### src/rtl/jtag_shift_sequencer.sv
// Command-driven JTAG master: turns TAP-reset, IR/DR-scan and idle commands into
// cycle-exact TMS/TDI sequences and collects TDO, parking the TAP in Run-Test/Idle.
module jtag_shift_sequencer #(
    parameter int DATA_WIDTH = 32,
    parameter int LEN_WIDTH  = 6
) (
    input  logic                  clk,
    input  logic                  trst_n_pad_in,
    input  logic                  cmd_valid,
    output logic                  cmd_ready,
    input  logic [1:0]            cmd_op,
    input  logic [LEN_WIDTH-1:0]  cmd_len,
    input  logic [DATA_WIDTH-1:0] cmd_data,
    output logic                  tms_out,
    output logic                  tdi_out,
    input  logic                  tdo_in,
    output logic                  rsp_valid,
    output logic [DATA_WIDTH-1:0] rsp_data,
    output logic                  rsp_err
);

    typedef enum logic [3:0] {
        INIT0, INIT1, IDLE, RST, SEL_DR, SEL_IR,
        CAPTURE, SHIFT, EXIT1, UPDATE, RUN, DONE
    } state_t;

    localparam logic [1:0] OP_RESET = 2'b00;
    localparam logic [1:0] OP_IR    = 2'b01;
    localparam logic [1:0] OP_DR    = 2'b10;
    localparam logic [1:0] OP_IDLE  = 2'b11;

    localparam logic [LEN_WIDTH-1:0] LEN_MAX  = LEN_WIDTH'(DATA_WIDTH);
    localparam logic [LEN_WIDTH-1:0] LEN_ZERO = '0;
    localparam logic [LEN_WIDTH-1:0] LEN_ONE  = LEN_WIDTH'(1);
    localparam logic [LEN_WIDTH-1:0] RST_LAST = LEN_WIDTH'(5);

    state_t                  r_state;
    state_t                  w_next;
    logic [LEN_WIDTH-1:0]    r_cnt;
    logic [LEN_WIDTH-1:0]    r_len;
    logic                    r_is_ir;
    logic [DATA_WIDTH-1:0]   r_sr;
    logic [DATA_WIDTH-1:0]   r_cap;
    logic [DATA_WIDTH-1:0]   r_mask;
    logic [DATA_WIDTH-1:0]   r_rsp_data;
    logic                    r_rsp_err;

    logic w_ready;
    logic w_accept;
    logic w_bad_len;
    logic w_reject;
    logic w_last;
    logic w_tms;
    logic w_cnt_clr;
    logic w_cnt_inc;

    assign w_ready   = (r_state == IDLE) || (r_state == DONE);
    assign w_accept  = cmd_valid && w_ready;
    assign w_bad_len = (cmd_len == LEN_ZERO) || (cmd_len > LEN_MAX);
    assign w_reject  = ((cmd_op == OP_IR) || (cmd_op == OP_DR)) && w_bad_len;
    assign w_last    = (r_cnt == (r_len - LEN_ONE));

    always_ff @(posedge clk or negedge trst_n_pad_in) begin
        if (!trst_n_pad_in) begin
            r_state <= INIT0;
        end else begin
            r_state <= w_next;
        end
    end

    // CAPTURE spans two cycles: the TAP sits in Select-xR, then Capture-xR.
    always_comb begin
        w_next    = r_state;
        w_tms     = 1'b0;
        w_cnt_clr = 1'b0;
        w_cnt_inc = 1'b0;
        case (r_state)
            INIT0: begin
                w_tms  = 1'b1;
                w_next = INIT1;
            end
            INIT1:   w_next = IDLE;
            IDLE, DONE: begin
                if (r_state == DONE) w_next = IDLE;
                if (w_accept) begin
                    w_cnt_clr = 1'b1;
                    case (cmd_op)
                        OP_RESET: w_next = RST;
                        OP_IR, OP_DR: w_next = w_bad_len ? DONE : SEL_DR;
                        default: w_next = (cmd_len == LEN_ZERO) ? DONE : RUN;
                    endcase
                end
            end
            RST: begin
                w_tms = (r_cnt != RST_LAST);
                if (r_cnt == RST_LAST) w_next = DONE;
                else                   w_cnt_inc = 1'b1;
            end
            SEL_DR: begin
                w_tms  = 1'b1;
                w_next = r_is_ir ? SEL_IR : CAPTURE;
            end
            SEL_IR: begin
                w_tms  = 1'b1;
                w_next = CAPTURE;
            end
            CAPTURE: begin
                if (r_cnt == LEN_ONE) begin
                    w_cnt_clr = 1'b1;
                    w_next    = SHIFT;
                end else begin
                    w_cnt_inc = 1'b1;
                end
            end
            SHIFT: begin
                w_tms = w_last;
                if (w_last) w_next = EXIT1;
                else        w_cnt_inc = 1'b1;
            end
            EXIT1: begin
                w_tms  = 1'b1;
                w_next = UPDATE;
            end
            UPDATE:  w_next = DONE;
            RUN: begin
                if (w_last) w_next = DONE;
                else        w_cnt_inc = 1'b1;
            end
            default: w_next = INIT0;
        endcase
    end

    always_ff @(posedge clk or negedge trst_n_pad_in) begin
        if (!trst_n_pad_in) begin
            r_cnt      <= '0;
            r_rsp_data <= '0;
            r_rsp_err  <= 1'b0;
        end else begin
            if (w_cnt_clr)      r_cnt <= '0;
            else if (w_cnt_inc) r_cnt <= r_cnt + LEN_ONE;
            // Rejects and zero-length idles complete straight from the accept edge.
            if (w_accept && (w_next == DONE)) begin
                r_rsp_data <= '0;
                r_rsp_err  <= w_reject;
            end else if (!w_ready && (w_next == DONE)) begin
                r_rsp_data <= r_cap;
                r_rsp_err  <= 1'b0;
            end
        end
    end

    always_ff @(posedge clk) begin
        if (w_accept) begin
            r_len   <= cmd_len;
            r_is_ir <= (cmd_op == OP_IR);
            r_sr    <= cmd_data;
            r_cap   <= '0;
            r_mask  <= DATA_WIDTH'(1);
        end else if (r_state == SHIFT) begin
            r_sr   <= r_sr >> 1;
            r_cap  <= r_cap | (r_mask & {DATA_WIDTH{tdo_in}});
            r_mask <= r_mask << 1;
        end
    end

    assign tms_out   = w_tms;
    assign tdi_out   = (r_state == SHIFT) && r_sr[0];
    assign cmd_ready = w_ready;
    assign rsp_valid = (r_state == DONE);
    assign rsp_data  = r_rsp_data;
    assign rsp_err   = r_rsp_err;

endmodule

### config.mk
export PLATFORM = sky130hd
export DESIGN_NAME = jtag_shift_sequencer
export DESIGN_NICKNAME = d
export VERILOG_FILES = /design/src/rtl/jtag_shift_sequencer.sv
export SDC_FILE = /design/constraint.sdc
export NUM_CORES = 1
export LEC_CHECK = 0
export CORE_MARGIN = 5
export CORE_UTILIZATION = 42
export DETAILED_ROUTE_END_ITERATION = 10
export SETUP_SLACK_MARGIN = 0.4
export SYNTH_ARGS = -nofsm -noshare
export SYNTH_HDL_FRONTEND = slang
export SYNTH_SLANG_ARGS = --single-unit
### constraint.sdc
create_clock -name clk -period 2.8 [get_ports clk]
set_input_delay 0.56 -clock clk [delete_from_list [all_inputs] [get_ports clk]]
set_output_delay 0.56 -clock clk [all_outputs]
set_load 0.1 [all_outputs]
==> results of run 1 <==
[cell families after synthesis]
kind of cell / count (synthesis) / share of synthesized area
xor gates and xnor gates: 9 / 0.0128
and+or+nand+nor: 296 / 0.201
buffers and inverters: 84 / 0.0617
adders and majority gates: 6 / 0.0122
muxes: 35 / 0.0578
AOI/OAI and AO/OA: 87 / 0.0829
DFF: 146 / 0.572
[worst max-delay path by stage]
stage,startpoint,to,slack (ns),cells past startpoint
after floorplan,r_len[0],tms_out,0.06,7
after global placement,cmd_len[1],rsp_data[21],-0.41,9
after detailed placement,cmd_len[1],rsp_data[7],-0.56,9
after CTS,r_len[1],tms_out,-0.21,8
after global routing,r_len[1],tms_out,-0.30,8
final,r_len[1],tms_out,-0.22,8
[stage by stage]
step / hold slack, ns / total power (W) / area [um^2] / util / worst slack [ns]
6_report: 0.319 / 0.0108 / 8150 / 0.563 / -0.219
5_1_grt: 0.414 / 0.0114 / 8150 / 0.563 / -0.303
4_1_cts: 0.339 / 0.0107 / 8010 / 0.553 / -0.213
3_5_place_dp: 0.450 / 0.00833 / 7210 / 0.498 / -0.556
3_3_place_gp: 0.441 / 0.00822 / 7210 / 0.498 / -0.412
2_1_floorplan: 0.264 / 0.00710 / 6220 / - / 0.0591
[placed cells by master (no fill, tap or decap), types with 3 or more instances in the layout]
cell / count
nand2_1: 203
buf_4: 69
dfxtp_1: 64
a21oi_1: 56
dfrtp_1: 43
inv_1: 42
nor2_1: 42
clkdlybuf4s50_1: 40
edfxtp_1: 39
mux2i_1: 33
clkbuf_16: 19
nand3_1: 15
xor2_1: 7
buf_6: 7
ha_1: 6
buf_12: 5
nand2b_1: 4
nor3_1: 4
clkbuf_1: 4
o21ai_2: 3
o31ai_1: 3
nor4_1: 3
and2_1: 3
bufinv_16: 3
clkinv_1: 3
[power by group through the flow]
stage	clock network, W	logic [W]	registers, W
after floorplan	0	0.00174	0.00536
final	0.00230	0.00464	0.00382
after CTS	0.00235	0.00455	0.00383
after global placement	0	0.00439	0.00384
after global routing	0.00245	0.00503	0.00393
after detailed placement	0	0.00447	0.00386
[layout make-up]
class / instances / area, um^2 / share of cell area
Sequential cell: 146 / 3530 / 0.433
Multi-Input combinational cell: 433 / 2400 / 0.294
Timing Repair Buffer: 128 / 1210 / 0.149
Clock buffer: 23 / 479 / 0.0588
Tap cell: 184 / 230 / 0.0282
Inverter: 44 / 173 / 0.0212
Clock inverter: 9 / 126 / 0.0155
[flip-flops by register name (all words and copies together), names as in the netlist, 4 cells and up]
name      count
r_cap        32
r_cnt         6
r_len         6
r_mask       32
r_sr         32
r_state       4
rsp_data     32
[layer usage]
metal,share of wire,global-route usage,vias up
met4,0.017,0.0572,0
met2,0.49,0.272,109
li1,-,-,2400
met5,0,0,-
met3,0.058,0.0516,16
met1,0.43,0.193,2253
[cells in the mapped netlist (2+ instances only)]
cell      count  area [um^2]
a21oi_1      58          290
nor3_1        7         35.0
nand2_1     204          766
clkbuf_1     26         97.6
o21ai_1       2         10.0
o32ai_1       3         26.3
buf_12        3         60.1
buf_1         3         11.3
a211oi_1      2         15.0
edfxtp_1     39         1170
inv_1        42          158
o41ai_1       2         17.5
xor2_1        7         61.3
o21ai_0       3         15.0
o211ai_1      2         15.0
or3_1         2         12.5
nand2b_1      4         25.0
nor2_1       43          161
buf_2         7         35.0
and2_1        4         25.0
nor4_1        3         18.8
a22oi_1       2         15.0
nand3_1      15         75.1
dfrtp_1      43         1080
nand4_1       2         12.5
dfxtp_1      64         1280
ha_1          6         75.1
xnor2_1       2         17.5
mux2i_1      33          330
o31ai_1       3         22.5
inv_2         2         7.51
[repair_timing]
item,in CTS,in global routing
setup endpoints to repair,39,46
pin swaps,8,9
cloned,2,1
buffers inserted,7,10
hold endpoints to repair,0,0
gates resized for setup,20,12
[worst register-to-register path, delay by kind of cell (launching register included)]
family	cells	cell delay [ns]
buffers and inverters	3	0.40
AO/OA/AOI/OAI	1	0.37
flip-flops	1	0.41
AND/OR/NAND/NOR	5	1.40
multiplexers	1	0.29
==> results.md, run 1 <==
* Status: complete, but fails checks
* Failing checks: negative setup slack
* Post-layout min period at roughly 3 ns
* Htree depth at 4
* Reg-to-Reg End: rsp_err
* DP HPWL at 8.70 mm
* Num ports at 81
* Root Buffer: clkbuf_16
* R2r startpoint: r_len[1]
* TNS Setup at -4.46 ns
* Reg2reg path depth at 10
* Critical path cell sequence: or4_4, o21ai_2, and4bb_4, nand2_1, o21ai_2, a21oi_2, o32ai_4, buf_12
* Post-synthesis sequential area ratio at 0.572
* # diodes at 0
* Die Span Y at 131 um
* Core area at 0.0145 mm^2
* Number of global-route vias before repair at approximately 5000
* Global-route wire length before repair at 23.1 mm
* Initial Utilization at 0.426
* Area delta synth->final at 32.1%
* Unrepaired setup endpoints after global routing: true
* WP buf/inv at 1
* CTS Hold Bufs at 0
* CP startpoint kind: flop
* Setup slack after layout at -0.219 ns
* 1st-iter DRT viols at approximately 380
* Clock sink count at 146
* Net count of the finished layout at 820
* PwrDens at 1320 mW/mm^2
* Fraction of registers with async set/reset at 0.295
* Cell total after placement at 915
* Synthesized instance count at ~660
* FP Rows at 44
* WL per Instance at 14.1 um
* Final setup vio count at 36
* Maximum vdd drop at 0.677 mV
* Die Span X at 131 um
* Setup crit end kind: output pin
* GRT Total Usage at 0.161
* Top_reg_cell synth: dfxtp_1
* Final WL at around 14 mm
* # DRC at 0
* Max Clock Skew at 0.0104 ns
* IO buf count at 80
* Worst-path maximum fanout at 3
* Critical path data arrival time at 2.46 ns
* Worst-skew pair later-pin latency at 0.42 ns
* Leak pwr at 3.63 nW
* Placer Congestion at 0.857
* Non-Filler Instances at 967
* Avg Inst Size Synth at 9.31 um^2
* CTS max path bufs at 2
* Post-synth EDFFs at 39
* Drt via density at around 4.9
* Final hold vios at 0
* Largest net degree at the start of global routing at 91
* Total number of vias at 4778
* Fin. max-slew vios at 0
* Crit Path Category: flop to output pin
* Register bit total from synthesis at 146
* Slew HR at 0.301
* Clock power share at 0.214
* Routed Antenna Nets at 0
* Hold WC Path Type: primary input to asynchronous set/reset pin
* Int Power at 0.00610 W
* Period utilization at 1.08
* Fmax at 0.331 GHz
* Worst-path clk slew at 0.06 ns
* Filler cell count at 1315
* 1st-pass router iterations at 5
* Synth cell types at 56
* Sw Ratio at 0.433
* CP max-delay cell: or4_4
* Antenna violations before repair at 0
* Total grt overflow at 0
* Crit path largest cell delay at 0.57 ns
* Critical path required time at around 2.2 ns
* CP most frequent cell: o21ai_2
* Gate power share at 0.431
* Yosys warns at 0
* Critical path's top delay family: simple AND/OR/NAND/NOR gates
* Register-to-register setup slack at -0.17 ns
* TritonCTS clock tree: yes
* CTS Buf Count at 17
* Sequential share of power at 0.355
* Syn_nets at 713
* Psw at between 0.004 and 0.005 W
* Worst-Margin Slew at 1.05 ns
* Die area at 0.0172 mm^2
* Syn Std Cell Area at a little over 0.006 mm^2
* Maxcap violations at 0
* Layout cells sized above 1 at 0.180
(Power assumes the default switching activity.)
==> run 2: changes to the inputs <==
--- a/config.mk
+++ b/config.mk
@@ -9,6 +9,7 @@
 export CORE_UTILIZATION = 42
 export DETAILED_ROUTE_END_ITERATION = 10
 export SETUP_SLACK_MARGIN = 0.4
+export SLEW_MARGIN = 20
 export SYNTH_ARGS = -nofsm -noshare
 export SYNTH_HDL_FRONTEND = slang
 export SYNTH_SLANG_ARGS = --single-unit
==> constraint.sdc (replaced) <==
create_clock -name clk -period 3 [get_ports clk]
set_input_delay 0.6 -clock clk [delete_from_list [all_inputs] [get_ports clk]]
set_output_delay 0.6 -clock clk [all_outputs]
set_load 0.1 [all_outputs]
==> results.md, run 2 (synthesis results as in run 1) <==
* Status: complete, but fails checks
* Failing checks: negative setup slack
* GRT met1 Usage at 0.197
* FP Rows at 44
* Number of global-route vias before repair at 4863
* Total number of vias at 4759
* PwrDens at around 1200 mW/mm^2
* Worst-Margin Slew at 0.889 ns
* GR peak layer: met2
* CTS Hold Bufs at 0
* Core area at 0.0145 mm^2
* # diodes at 0
* Root Buffer: clkbuf_16
* Slew HR at 0.407
* Grt met3 use at 0.0596
* Hold Slack at 0.177 ns
* WL per Instance at 14.1 um
* Clock sink count at 146
* TritonCTS clock tree: yes
* Post-layout min period at 3.02 ns
* Worst-path clk slew at 0.06 ns
* Routed Antenna Nets at 0
* Global-route wire length before repair at approximately 23 mm
* Layout cells sized above 1 at 0.179
* 1st-iter DRT viols at 291
* IO buf count at 80
* Largest net degree at the start of global routing at 91
* Final setup vio count at 1
* 1st-pass router iterations at 4
* Die area at 0.0172 mm^2
* Final WL at 13.5 mm
* CTS max path bufs at 2
* Register-to-register setup slack at 0.01 ns
* Critical path data arrival time at 2.42 ns
* Placer Congestion at 0.832
* Unrepaired setup endpoints after global routing: true
* TNS Setup at -0.0159 ns
* Final hold vios at 0
* Met2 usage at 0.264
* Commonest cells after routing, fill and taps aside: nand2_1 (202), dfxtp_1 (64), a21oi_1 (57)
* Maxcap violations at 0
* Reg-to-Reg End: rsp_data[22]
* CTS Buf Count at 17
* Commonest non-fill, non-tap cell in the layout: nand2_1
* Hold WC Path Type: primary input to asynchronous set/reset pin
* Net count of the finished layout at 809
* Fmax at 0.332 GHz
* Fin. max-slew vios at 0
* Num ports at 81
* Area delta synth->final at 32.8%
* Critical path required time at 2.40 ns
* DP HPWL at 8.49 mm
* Drt via density at roughly 5.0
* Final Util at 0.566
* Worst-skew pair later-pin latency at 0.42 ns
* CP startpoint kind: flop
* Period utilization at 1.01
* R2r startpoint: r_len[1]
* Leak pwr at about 3.7 nW
* Reg2reg path depth at 12
* Die Span X at 131 um
* Crit Path Category: flop to output pin
* # DRC at 0
* Die Span Y at 131 um
* Htree depth at 4
* Antenna violations before repair at 0
* Setup crit end kind: output pin
* Max Clock Skew at about 0.0064 ns
* Worst-path maximum fanout at 3
* Total grt overflow at 0
* Setup slack after layout at -0.0159 ns
* Initial Utilization at 0.426
* Maximum vdd drop at 0.567 mV
* GRT Total Usage at 0.160
## run 2: cell types whose count changed in the layout (fill, tap and decap cells not counted), moves of 2 or more
cell and change:
o41ai_2 +2, clkinv_1 -3, buf_4 -14, buf_6 +3, o31ai_1 -2, o41ai_1 -2, clkbuf_16 +2, o21ai_1 +2
## run 2: through the flow
step	worst slack, ns	area [um^2]	power (W)	cells
final	-0.0159	8190	0.0102	956
after global routing	-0.137	8190	0.0108	956
after CTS	-0.0441	8030	0.0101	950
after detailed placement	-0.338	7110	0.00771	903
after global placement	-0.217	7110	0.00762	903
after floorplan	0.219	6210	0.00662	663
## run 2: what timing repair did
item                                    CTS  global route
cloned                                    3             1
pin swaps                                10             7
buffers inserted                         12             5
endpoints found under the setup margin   34            39
resized for setup                        29            18
## run 2: worst max path at each step
stage                               to       start  depth (start not counted)
after floorplan                tms_out    r_len[0]                          7
after global placement    rsp_data[20]  cmd_len[1]                          9
after detailed placement   rsp_data[7]  cmd_len[1]                          9
after CTS                      tms_out    r_len[1]                          8
after global routing           tms_out    r_len[1]                          8
final                          tms_out    r_len[1]                          8
## run 2: routing by layer
metal	routed length (um)	up-vias
met5	0	-
met4	70	0
met3	760	4
met2	6700	104
met1	5990	2267
li1	-	2384
## run 2: worst max-delay path, cell delays in order (launching register included)
cell	delay, ns
edfxtp_1	0.41
or4_4	0.57
o21ai_2	0.13
and4bb_4	0.26
nand2_4	0.07
o21ai_2	0.14
a21oi_2	0.08
o32ai_4	0.13
buf_12	0.21
## run 2: final cells by class
type	instances	area, um^2
Clock inverter	6	113
Sequential cell	146	3530
Clock buffer	26	543
Fill cell	1297	6290
Inverter	44	170
Multi-Input combinational cell	433	2430
Timing Repair Buffer	117	1170
Tap cell	184	230
## run 2: where the power goes
part           internal [W]  switching (W)
Clock               0.00150       0.000781
Combinational       0.00124        0.00309
Sequential          0.00308       0.000511
Total               0.00582        0.00438
==> run 3: changes to the inputs <==
--- a/config.mk
+++ b/config.mk
@@ -9,6 +9,7 @@
 export CORE_UTILIZATION = 42
 export DETAILED_ROUTE_END_ITERATION = 10
 export SETUP_SLACK_MARGIN = 0.4
+export SKIP_CTS_REPAIR_TIMING = 1
 export SLEW_MARGIN = 20
 export SYNTH_ARGS = -nofsm -noshare
 export SYNTH_HDL_FRONTEND = slang
==> results.md, run 3 (synthesis results as in run 1) <==
* Area of the multi-input gates at around 0.0024 mm^2
* TritonCTS clock tree: yes
* Final WL at 13.3 mm
* Sequential Area at 0.00353 mm^2
* Critical path cell sequence: or4_4, o21ai_2, and4bb_4, nand2_2, o21ai_2, a21oi_2, o32ai_4, buf_12
* Period utilization at 1.01
* Unrepaired setup endpoints after global routing: true
* Worst-path maximum fanout at 4
* Htree depth at 4
* Filler cell count at about 1300
* PwrDens at about 1300 mW/mm^2
* Worst-skew pair later-pin latency at 0.42 ns
* 1st-pass router iterations at 4
* Register-to-register setup slack at 0.19 ns
* Number of global-route vias before repair at 4717
* Failing checks: negative setup slack
* CP max-delay cell: or4_4
* Area delta synth->final at 29.1%
* Commonest cells after routing, fill and taps aside: nand2_1 (202), dfxtp_1 (64), a21oi_1 (57)
* Critical path data arrival time at around 2.4 ns
* Die area at 0.0172 mm^2
* Reg-to-Reg End: rsp_data[13]
* Final setup vio count at 1
* IO buf count at 80
* DP HPWL at 8.49 mm
* Drt via density at about 5.0
* Post-layout min period at 3.04 ns
* Setup crit end kind: output pin
* Routed Antenna Nets at 0
* Max Clock Skew at 0.00737 ns
* # DRC at 0
* Setup slack after layout at -0.0352 ns
* Net count of the finished layout at about 800
* 1st-iter DRT viols at roughly 270
* Crit path largest cell delay at around 0.55 ns
* Status: complete, but fails checks
* Maximum vdd drop at between 0.5 and 0.6 mV
* Commonest non-fill, non-tap cell in the layout: nand2_1
* Reg2reg path depth at 10
* Num ports at 81
* Worst-path clk slew at 0.06 ns
* R2r startpoint: r_len[0]
* Critical path required time at 2.40 ns
* Total grt overflow at 0
* Crit Path Category: flop to output pin
* Placer Congestion at 0.832
* Hold WC Path Type: primary input to asynchronous set/reset pin
* Core area at ~0.014 mm^2
* CP most frequent cell: o21ai_2
* Antenna violations before repair at 0
* Final Util at 0.550
* Global-route wire length before repair at 21.8 mm
* Maxcap violations at 0
* Layout cells sized above 1 at 0.155
* Leak pwr at between 3 and 4 nW
* Fmax at 0.329 GHz
* CP startpoint kind: flop
* Fin. max-slew vios at 0
* Slew HR at 0.405
* Clock sink count at 146
* Total number of vias at 4726
* Worst-Margin Slew at roughly 0.89 ns
* Root Buffer: clkbuf_16
* FP Rows at between 40 and 50
* Largest net degree at the start of global routing at 91
* Pre-CTS setup slack at -0.338 ns
* Final hold vios at 0
* # diodes at 0
* CTS Buf Count at 17
* Die Span X at 131 um
* WL per Instance at about 14 um
* Initial Utilization at 0.426
* Die Span Y at 131 um
* GRT Total Usage at 0.152
* CTS max path bufs at 2
run 3: cell types whose count changed in the layout (fill, tap and decap cells not counted), moves of 2 or more:
| cell | before | now |
|---|---|---|
| buf_16 | 3 | 0 |
| dlygate4sd2_1 | 3 | 0 |
| buf_4 | 55 | 53 |
| buf_6 | 10 | 1 |
| o31ai_1 | 1 | 3 |
| dlymetal6s2s_1 | 0 | 3 |
run 3: worst max-delay path by stage:
| stage | to | start | cells after the start |
|---|---|---|---|
| after global routing | tms_out | r_len[0] | 8 |
| after floorplan | tms_out | r_len[0] | 7 |
| after global placement | rsp_data[20] | cmd_len[1] | 9 |
| after detailed placement | rsp_data[7] | cmd_len[1] | 9 |
| final | tms_out | r_len[0] | 8 |
| after CTS | tms_out | r_len[2] | 8 |
run 3: where the power goes:
group	internal (W)	switching, W	leakage [nW]
sequential	0.00308	0.000507	1.36
combinational	0.00112	0.00301	1.89
clock	0.00150	0.000777	0.320
run 3: worst max-delay path, delay by kind of cell (launching register included):
family | cells | cell delay [ns]
buf+inv | 1 | 0.21
flops | 1 | 0.43
simple gates | 3 | 0.88
compound gates | 4 | 0.49
run 3: stage by stage:
stage	instances	hold slack [ns]	area (um^2)	total power, W	setup TNS, ns
after floorplan	663	0.304	6210	0.00662	0
after global placement	903	0.442	7110	0.00762	-6.99
after detailed placement	903	0.448	7110	0.00771	-10.09
after CTS	935	0.392	7760	0.0100	-0.230
after global routing	944	0.227	7970	0.0106	-0.157
final	944	0.186	7970	0.0100	-0.0352
run 3: final cells by class:
class                   instances  share of cell area
clock buffers                  26              0.0682
multi-input cells             433               0.296
repair buffers                105               0.128
well taps                     184              0.0289
inverters                      44              0.0214
clock inverters                 6              0.0141
flip-flops and latches        146               0.443
run 3: per-layer routing:
metal	global-route usage	share of wire	up-vias
met5	0	0	-
met4	0.0508	0.015	0
met3	0.0593	0.057	20
met2	0.250	0.48	111
met1	0.184	0.44	2243
li1	-	-	2352
